==> src/rtl/uart_pkg.sv <==
// Shared constants and state encodings for the UART packet receiver.
package uart_pkg;

  localparam logic [1:0] ERR_FRAME   = 2'd1;
  localparam logic [1:0] ERR_BAD_ETX = 2'd2;
  localparam logic [1:0] ERR_TIMEOUT = 2'd3;

  localparam logic [7:0] STX_DEFAULT = 8'h02;
  localparam logic [7:0] ETX_DEFAULT = 8'h03;

  typedef enum logic [1:0] {
    WAIT_STX,
    PAYLOAD,
    WAIT_ETX
  } pkt_state_e;

  typedef enum logic [2:0] {
    RX_IDLE,
    RX_START,
    RX_DATA,
    RX_STOP,
    RX_WAIT_HIGH
  } rx_state_e;

  function automatic logic [7:0] sat_inc8(input logic [7:0] v);
    return (v == 8'hFF) ? v : v + 8'd1;
  endfunction

endpackage

==> src/rtl/uart_byte_rx.sv <==
// 8N1 byte receiver: input synchronizer, mid-bit sampling, byte_valid / frame_err pulses.
// state        | meaning
// RX_IDLE      | line idle, waiting for a falling edge
// RX_START     | half-bit wait, then confirm start bit
// RX_DATA      | sampling 8 data bits, LSB first
// RX_STOP      | sampling the stop bit
// RX_WAIT_HIGH | framing error seen, waiting for line high
module uart_byte_rx
  import uart_pkg::*;
#(
  parameter int CLKS_PER_BIT = 16
) (
  input  logic       clk_i,
  input  logic       rst_i,
  input  logic       rxd_i,
  output logic [7:0] byte_o,
  output logic       byte_valid_o,
  output logic       frame_err_o
);

  localparam int CNT_W = $clog2(CLKS_PER_BIT);
  localparam logic [CNT_W-1:0] HALF_LOAD = CNT_W'(CLKS_PER_BIT / 2 - 1);
  localparam logic [CNT_W-1:0] FULL_LOAD = CNT_W'(CLKS_PER_BIT - 1);

  logic             meta_q, sync_q, prev_q;
  rx_state_e        state_q, state_d;
  logic [CNT_W-1:0] cnt_q, cnt_d;
  logic [2:0]       bit_q, bit_d;
  logic [7:0]       shreg_q, shreg_d;
  logic             byte_valid_q, byte_valid_d;
  logic             frame_err_q, frame_err_d;

  always_ff @(posedge clk_i) begin
    if (rst_i) begin
      meta_q       <= 1'b1;
      sync_q       <= 1'b1;
      prev_q       <= 1'b1;
      state_q      <= RX_IDLE;
      cnt_q        <= '0;
      bit_q        <= '0;
      shreg_q      <= '0;
      byte_valid_q <= 1'b0;
      frame_err_q  <= 1'b0;
    end else begin
      meta_q       <= rxd_i;
      sync_q       <= meta_q;
      prev_q       <= sync_q;
      state_q      <= state_d;
      cnt_q        <= cnt_d;
      bit_q        <= bit_d;
      shreg_q      <= shreg_d;
      byte_valid_q <= byte_valid_d;
      frame_err_q  <= frame_err_d;
    end
  end

  always_comb begin
    state_d      = state_q;
    cnt_d        = cnt_q;
    bit_d        = bit_q;
    shreg_d      = shreg_q;
    byte_valid_d = 1'b0;
    frame_err_d  = 1'b0;
    case (state_q)
      RX_IDLE: begin
        if (prev_q && !sync_q) begin
          state_d = RX_START;
          cnt_d   = HALF_LOAD;
        end
      end
      RX_START: begin
        if (cnt_q == '0) begin
          if (!sync_q) begin
            state_d = RX_DATA;
            cnt_d   = FULL_LOAD;
            bit_d   = '0;
          end else begin
            state_d = RX_IDLE;
          end
        end else begin
          cnt_d = cnt_q - CNT_W'(1);
        end
      end
      RX_DATA: begin
        if (cnt_q == '0) begin
          shreg_d = {sync_q, shreg_q[7:1]};
          cnt_d   = FULL_LOAD;
          if (bit_q == 3'd7) state_d = RX_STOP;
          else               bit_d   = bit_q + 3'd1;
        end else begin
          cnt_d = cnt_q - CNT_W'(1);
        end
      end
      RX_STOP: begin
        if (cnt_q == '0) begin
          if (sync_q) begin
            byte_valid_d = 1'b1;
            state_d      = RX_IDLE;
          end else begin
            frame_err_d = 1'b1;
            state_d     = RX_WAIT_HIGH;
          end
        end else begin
          cnt_d = cnt_q - CNT_W'(1);
        end
      end
      RX_WAIT_HIGH: begin
        if (sync_q) state_d = RX_IDLE;
      end
      default: state_d = RX_IDLE;
    endcase
  end

  // shreg is stable from the stop sample until the next start bit
  assign byte_o       = shreg_q;
  assign byte_valid_o = byte_valid_q;
  assign frame_err_o  = frame_err_q;

endmodule

==> src/rtl/uart_pkt_rx.sv <==
// Packet framer: STX, fixed-length payload, ETX; abort on framing error, bad ETX or idle timeout.
// state    | meaning
// WAIT_STX | idle, discarding bytes until STX
// PAYLOAD  | collecting payload bytes into the shadow buffer
// WAIT_ETX | payload complete, expecting ETX
module uart_pkt_rx
  import uart_pkg::*;
#(
  parameter int         CLKS_PER_BIT   = 16,
  parameter int         PAYLOAD_BYTES  = 6,
  parameter int         TIMEOUT_CYCLES = 5000,
  parameter logic [7:0] STX            = STX_DEFAULT,
  parameter logic [7:0] ETX            = ETX_DEFAULT
) (
  input  logic                       clk,
  input  logic                       rst,
  input  logic                       rxd,
  output logic [8*PAYLOAD_BYTES-1:0] pkt_data,
  output logic                       pkt_valid,
  output logic                       pkt_err,
  output logic [1:0]                 err_code,
  output logic [7:0]                 err_cnt,
  output logic                       busy
);

  localparam int IDX_W = (PAYLOAD_BYTES > 1) ? $clog2(PAYLOAD_BYTES) : 1;
  localparam int TMO_W = $clog2(TIMEOUT_CYCLES + 1);
  localparam logic [IDX_W-1:0] IDX_LAST = IDX_W'(PAYLOAD_BYTES - 1);
  localparam logic [TMO_W-1:0] TMO_LAST = TMO_W'(TIMEOUT_CYCLES - 1);

  logic [7:0] rx_byte;
  logic       byte_valid, frame_err;

  uart_byte_rx #(
    .CLKS_PER_BIT(CLKS_PER_BIT)
  ) u_byte_rx (
    .clk_i       (clk),
    .rst_i       (rst),
    .rxd_i       (rxd),
    .byte_o      (rx_byte),
    .byte_valid_o(byte_valid),
    .frame_err_o (frame_err)
  );

  pkt_state_e                        state_q, state_d;
  logic [IDX_W-1:0]                  idx_q, idx_d;
  logic [TMO_W-1:0]                  tmo_q, tmo_d;
  logic [PAYLOAD_BYTES-1:0][7:0]     shadow_q, shadow_d;
  logic [PAYLOAD_BYTES-1:0][7:0]     data_q, data_d;
  logic                              valid_q, valid_d;
  logic                              err_q, err_d;
  logic [1:0]                        code_q, code_d;
  logic [7:0]                        cnt_q, cnt_d;
  logic                              abort;
  logic [1:0]                        abort_code;
  logic                              tmo_expire;

  always_ff @(posedge clk) begin
    if (rst) begin
      state_q  <= WAIT_STX;
      idx_q    <= '0;
      tmo_q    <= '0;
      shadow_q <= '0;
      data_q   <= '0;
      valid_q  <= 1'b0;
      err_q    <= 1'b0;
      code_q   <= '0;
      cnt_q    <= '0;
    end else begin
      state_q  <= state_d;
      idx_q    <= idx_d;
      tmo_q    <= tmo_d;
      shadow_q <= shadow_d;
      data_q   <= data_d;
      valid_q  <= valid_d;
      err_q    <= err_d;
      code_q   <= code_d;
      cnt_q    <= cnt_d;
    end
  end

  assign tmo_expire = (tmo_q == TMO_LAST);

  always_comb begin
    state_d    = state_q;
    idx_d      = idx_q;
    tmo_d      = (state_q != WAIT_STX) ? tmo_q + TMO_W'(1) : '0;
    shadow_d   = shadow_q;
    data_d     = data_q;
    valid_d    = 1'b0;
    err_d      = 1'b0;
    code_d     = code_q;
    cnt_d      = cnt_q;
    abort      = 1'b0;
    abort_code = code_q;
    case (state_q)
      WAIT_STX: begin
        if (byte_valid && rx_byte == STX) begin
          state_d = PAYLOAD;
          idx_d   = '0;
          tmo_d   = '0;
        end
      end
      PAYLOAD: begin
        if (frame_err) begin
          abort      = 1'b1;
          abort_code = ERR_FRAME;
        end else if (byte_valid) begin
          shadow_d[idx_q] = rx_byte;
          tmo_d           = '0;
          if (idx_q == IDX_LAST) state_d = WAIT_ETX;
          else                   idx_d   = idx_q + IDX_W'(1);
        end else if (tmo_expire) begin
          abort      = 1'b1;
          abort_code = ERR_TIMEOUT;
        end
      end
      WAIT_ETX: begin
        if (frame_err) begin
          abort      = 1'b1;
          abort_code = ERR_FRAME;
        end else if (byte_valid) begin
          if (rx_byte == ETX) begin
            data_d  = shadow_q;
            valid_d = 1'b1;
            state_d = WAIT_STX;
          end else begin
            abort      = 1'b1;
            abort_code = ERR_BAD_ETX;
          end
        end else if (tmo_expire) begin
          abort      = 1'b1;
          abort_code = ERR_TIMEOUT;
        end
      end
      default: state_d = WAIT_STX;
    endcase
    if (abort) begin
      state_d = WAIT_STX;
      err_d   = 1'b1;
      code_d  = abort_code;
      cnt_d   = sat_inc8(cnt_q);
    end
    if (state_d == WAIT_STX) tmo_d = '0;
  end

  assign pkt_data  = data_q;
  assign pkt_valid = valid_q;
  assign pkt_err   = err_q;
  assign err_code  = code_q;
  assign err_cnt   = cnt_q;
  assign busy      = (state_q != WAIT_STX);

endmodule
==> config.mk <==
export PLATFORM = sky130hd
export DESIGN_NAME = uart_pkt_rx
export DESIGN_NICKNAME = d
export VERILOG_FILES = /design/src/rtl/uart_pkg.sv /design/src/rtl/uart_byte_rx.sv /design/src/rtl/uart_pkt_rx.sv
export SDC_FILE = /design/constraint.sdc
export NUM_CORES = 1
export LEC_CHECK = 0
export ABC_AREA = 1
export BUFFER_PORTS_ARGS = -buffer_cell sky130_fd_sc_hd__buf_2
export CORE_MARGIN = 2
export CORE_UTILIZATION = 50
export CTS_CLUSTER_DIAMETER = 80
export DETAILED_ROUTE_END_ITERATION = 10
export PLACE_DENSITY = 0.8
export SLEW_MARGIN = 30
export SYNTH_ARGS = -nofsm -noshare
export SYNTH_HDL_FRONTEND = slang
export SYNTH_SLANG_ARGS = --single-unit
==> constraint.sdc <==
create_clock -name clk -period 4.5 [get_ports clk]
set_input_delay 0.225 -clock clk [delete_from_list [all_inputs] [get_ports clk]]
set_output_delay 0.225 -clock clk [all_outputs]
set_load 0.01 [all_outputs]
==> qor.json <==
{
  "timing.critical_path.cells": "inv_1, ha_1, inv_2, nor2_4, inv_4, nor3_4, o21ai_0, a21oi_1",
  "drtAntennaViolNets": 0,
  "async_sr_flop_fraction_pct": 0,
  "static-leakage-power_nw": 3.12,
  "synth.avg_cell_area_um2": 8.19,
  "synth.largest_area_cell": "sky130_fd_sc_hd__dfxtp_1",
  "path_delay_family": "simple AND/OR/NAND/NOR gates",
  "avg_wl_per_cell_um": 12.9,
  "critPathCaptureType": "register",
  "synth-main-ff-cell": "sky130_fd_sc_hd__dfxtp_1",
  "setup_ws_ps": 2430,
  "status": "finished, final reports clean",
  "numClockSinks": 149,
  "drc_errors": 0,
  "post_drt_via_cell_ratio": 5.11,
  "setup_viol": 0,
  "cp-start-kind": "register",
  "io_pins": 64,
  "layout.cells.most_common": "sky130_fd_sc_hd__dfxtp_1",
  "min_period_ps": 2070,
  "worst_ep_required_time_ps": 4850,
  "cts_made_buffers": 17,
  "combinational_family_with_the_most_area_after_synthesis": "simple AND/OR/NAND/NOR gates",
  "dieHeight_um": 115,
  "synth_warnings": 0,
  "dr_wl_met3_um": 547,
  "routed_wirelength_mm": 12.7,
  "critPathMaxFanout": 16,
  "grt_setup_unrepaired": "no",
  "maxCapViolCount": 0,
  "final.fill_count": 1103,
  "dp_hpwl_mm": 8.53,
  "synth_simple_gate_area_share_pct": 21.4,
  "final.setup_skew_ps": 10.7,
  "timing_hold_violations_final": 0,
  "yosysSeqAreaShare_pct": 48.3,
  "max-slew-margin-rel_pct": 45.9,
  "coreArea_um2": 12100,
  "maximum_level_of_the_cts_h_tree": 4,
  "setup-tns-final_ps": 0,
  "timing.critical_path.slowest_stage_cell": "sky130_fd_sc_hd__nor3_4",
  "skew_pair_late_insertion_delay_ps": 420,
  "synth-seq-cells": 149,
  "ys_types": 45,
  "period_share_pct": 46.1,
  "drive_gt1_share_pct": 20.2,
  "synth.mux.area_fraction_pct": 0,
  "area_fraction_in_compound_gates_after_synthesis_pct": 18.7,
  "ir_drop_mv": 0.232,
  "finalWeightedCongestion": 0.875,
  "max_freq_ghz": 0.482,
  "tightest_slew_ps": 811,
  "post_layout_nets": 818,
  "grt_start_max_net_pins": 76,
  "grt_antenna_before_repair": 0,
  "drt_iter0_markers": 258,
  "power_per_cell_area_nw_per_um2": 429,
  "tritoncts_clock_tree": "yes",
  "io_buffers": 63,
  "met1Wirelength_mm": 6.01,
  "critical_path_class": "register to register",
  "final_antenna_diode_count": 0,
  "detail_route.first_pass.iterations": 5,
  "synth-edff-count": 0,
  "floorplan.die.width_um": 115,
  "top_signal_layer_used": "met4",
  "die_area_um2": 13300,
  "grt_remaining_overflow": 0,
  "timing.hold.worst.class": "input pin to register",
  "starting_density_of_the_core_pct": 51.2,
  "cts.clk_slew.worst_paths_ps": 60,
  "place_ws_ps": 2420,
  "synthXorXnorAreaFrac_pct": 1.42,
  "syn-cell-area_um2": 6180,
  "post_cts_resized": 0,
  "met2RoutedLength_mm": 6.00,
  "number_of_buffers_between_clock_root_and_the_deepest_sink": 2,
  "synth.top_cells.by_area": "sky130_fd_sc_hd__dfxtp_1, sky130_fd_sc_hd__o21ai_0, sky130_fd_sc_hd__nor2_1",
  "track_usage_pct": 20.6,
  "total_power_mw": 3.03,
  "slew_viol_final": 0,
  "global_route_wire_length_before_repair_mm": 21.8,
  "area_growth_from_synthesis_to_final_layout_pct": 14.5,
  "synth_top_area_share_pct": 48.3,
  "syn_inst": 754,
  "layout_common_cells": "sky130_fd_sc_hd__dfxtp_1, sky130_fd_sc_hd__nor2_1, sky130_fd_sc_hd__o21ai_0",
  "slowest_delay_ps": 510,
  "via_count": 5036,
  "synth_adder_area_share_pct": 2.23,
  "synth_nets": 768,
  "clk_root_buffer_cell": "sky130_fd_sc_hd__clkbuf_16",
  "critical_path_at_ps": 2420,
  "cp_num_buf_inv": 3,
  "num_rows": 40,
  "first_global_vias": 4660
}
[metal layers]
| layer | track usage [%] | up-vias |
|---|---|---|
| met3 | 5.85 | 17 |
| li1 | - | 2604 |
| met4 | 7.31 | 0 |
| met5 | 0 | - |
| met1 | 26.2 | 2307 |
| met2 | 33.5 | 108 |
[cell usage after synthesis, types with 3 or more instances]
library cell / instances
sky130_fd_sc_hd__nor2_4: 14
sky130_fd_sc_hd__a21oi_2: 8
sky130_fd_sc_hd__ha_1: 11
sky130_fd_sc_hd__or2_2: 6
sky130_fd_sc_hd__buf_6: 3
sky130_fd_sc_hd__a21oi_1: 77
sky130_fd_sc_hd__inv_1: 48
sky130_fd_sc_hd__nand4_1: 15
sky130_fd_sc_hd__buf_2: 6
sky130_fd_sc_hd__inv_2: 15
sky130_fd_sc_hd__nor2_1: 117
sky130_fd_sc_hd__nor3_1: 4
sky130_fd_sc_hd__xnor2_1: 3
sky130_fd_sc_hd__nand3_2: 3
sky130_fd_sc_hd__o21ai_1: 8
sky130_fd_sc_hd__dfxtp_1: 149
sky130_fd_sc_hd__xor2_1: 7
sky130_fd_sc_hd__nand2_1: 62
sky130_fd_sc_hd__o21ai_0: 107
sky130_fd_sc_hd__nand2_2: 8
sky130_fd_sc_hd__clkbuf_1: 17
sky130_fd_sc_hd__buf_4: 5
sky130_fd_sc_hd__nand3_1: 29
[cell families after synthesis]
| family | Yosys count |
|---|---|
| xor gates and xnor gates | 10 |
| DFF | 149 |
| AOI/OAI and AO/OA | 213 |
| buffers and inverters | 102 |
| and+or+nand+nor | 269 |
| adders and majority gates | 11 |
[cell type report]
| class | count | area, µm² | share of cell area [%] |
|---|---|---|---|
| Clock inverter | 12 | 119 | 1.68 |
| Inverter | 67 | 267 | 3.77 |
| Multi-Input combinational cell | 503 | 2710 | 38.3 |
| Clock buffer | 20 | 447 | 6.32 |
| Timing Repair Buffer | 66 | 340 | 4.81 |
| Sequential cell | 149 | 2980 | 42.2 |
| Tap cell | 168 | 210 | 2.97 |
[worst register-to-register path, stage by stage (launching register included)]
cell and delay, ps:
sky130_fd_sc_hd__dfxtp_1 330, sky130_fd_sc_hd__inv_1 100, sky130_fd_sc_hd__ha_1 330, sky130_fd_sc_hd__inv_2 170, sky130_fd_sc_hd__nor2_4 180, sky130_fd_sc_hd__inv_4 90, sky130_fd_sc_hd__nor3_4 510, sky130_fd_sc_hd__o21ai_0 160
sky130_fd_sc_hd__a21oi_1 140
[path summary, 6_finish.rpt]
check | from | to | slack [ps] | cells after the start
max | state_q[1]$_SDFF_PP0_ | shadow_q[25]$_SDFFE_PP0P_ | 2430 | 8
min | rst | pkt_err$_SDFF_PP0_ | 250 | 2
max reg2reg | state_q[1]$_SDFF_PP0_ | shadow_q[25]$_SDFFE_PP0P_ | 2430 | 8
min reg2reg | u_byte_rx.meta_q$_SDFF_PP1_ | u_byte_rx.sync_q$_SDFF_PP1_ | 410 | 1
[flip-flops by register name, indices dropped and copies added (netlist names), 4 cells and up]
| register | cells |
|---|---|
| shadow_q | 48 |
| pkt_data | 48 |
| tmo_q | 13 |
| u_byte_rx.cnt_q | 4 |
| err_cnt | 8 |
| u_byte_rx.byte_o | 8 |
[power by group]
group	total (mW)	internal, mW	switching, mW
logic	0.297	0.0912	0.206
clock network	1.34	0.783	0.557
registers	1.40	1.36	0.0366
total	3.03	2.23	0.799
[repair_timing]
item / CTS / global route
hold buffers: 1 / 0
endpoints found under the hold margin: 1 / 0
buffers inserted: 0 / 0
[through the flow]
step	area [µm²]	hold WS [ps]	util (%)	instances
final	7070	248	58.6	985
after global routing	7070	257	58.6	985
after CTS	7070	228	58.6	985
after detailed placement	6490	394	53.8	952
after global placement	6490	398	53.8	952
after floorplan	6180	329	-	754
Power figures use the tool's default switching activity.
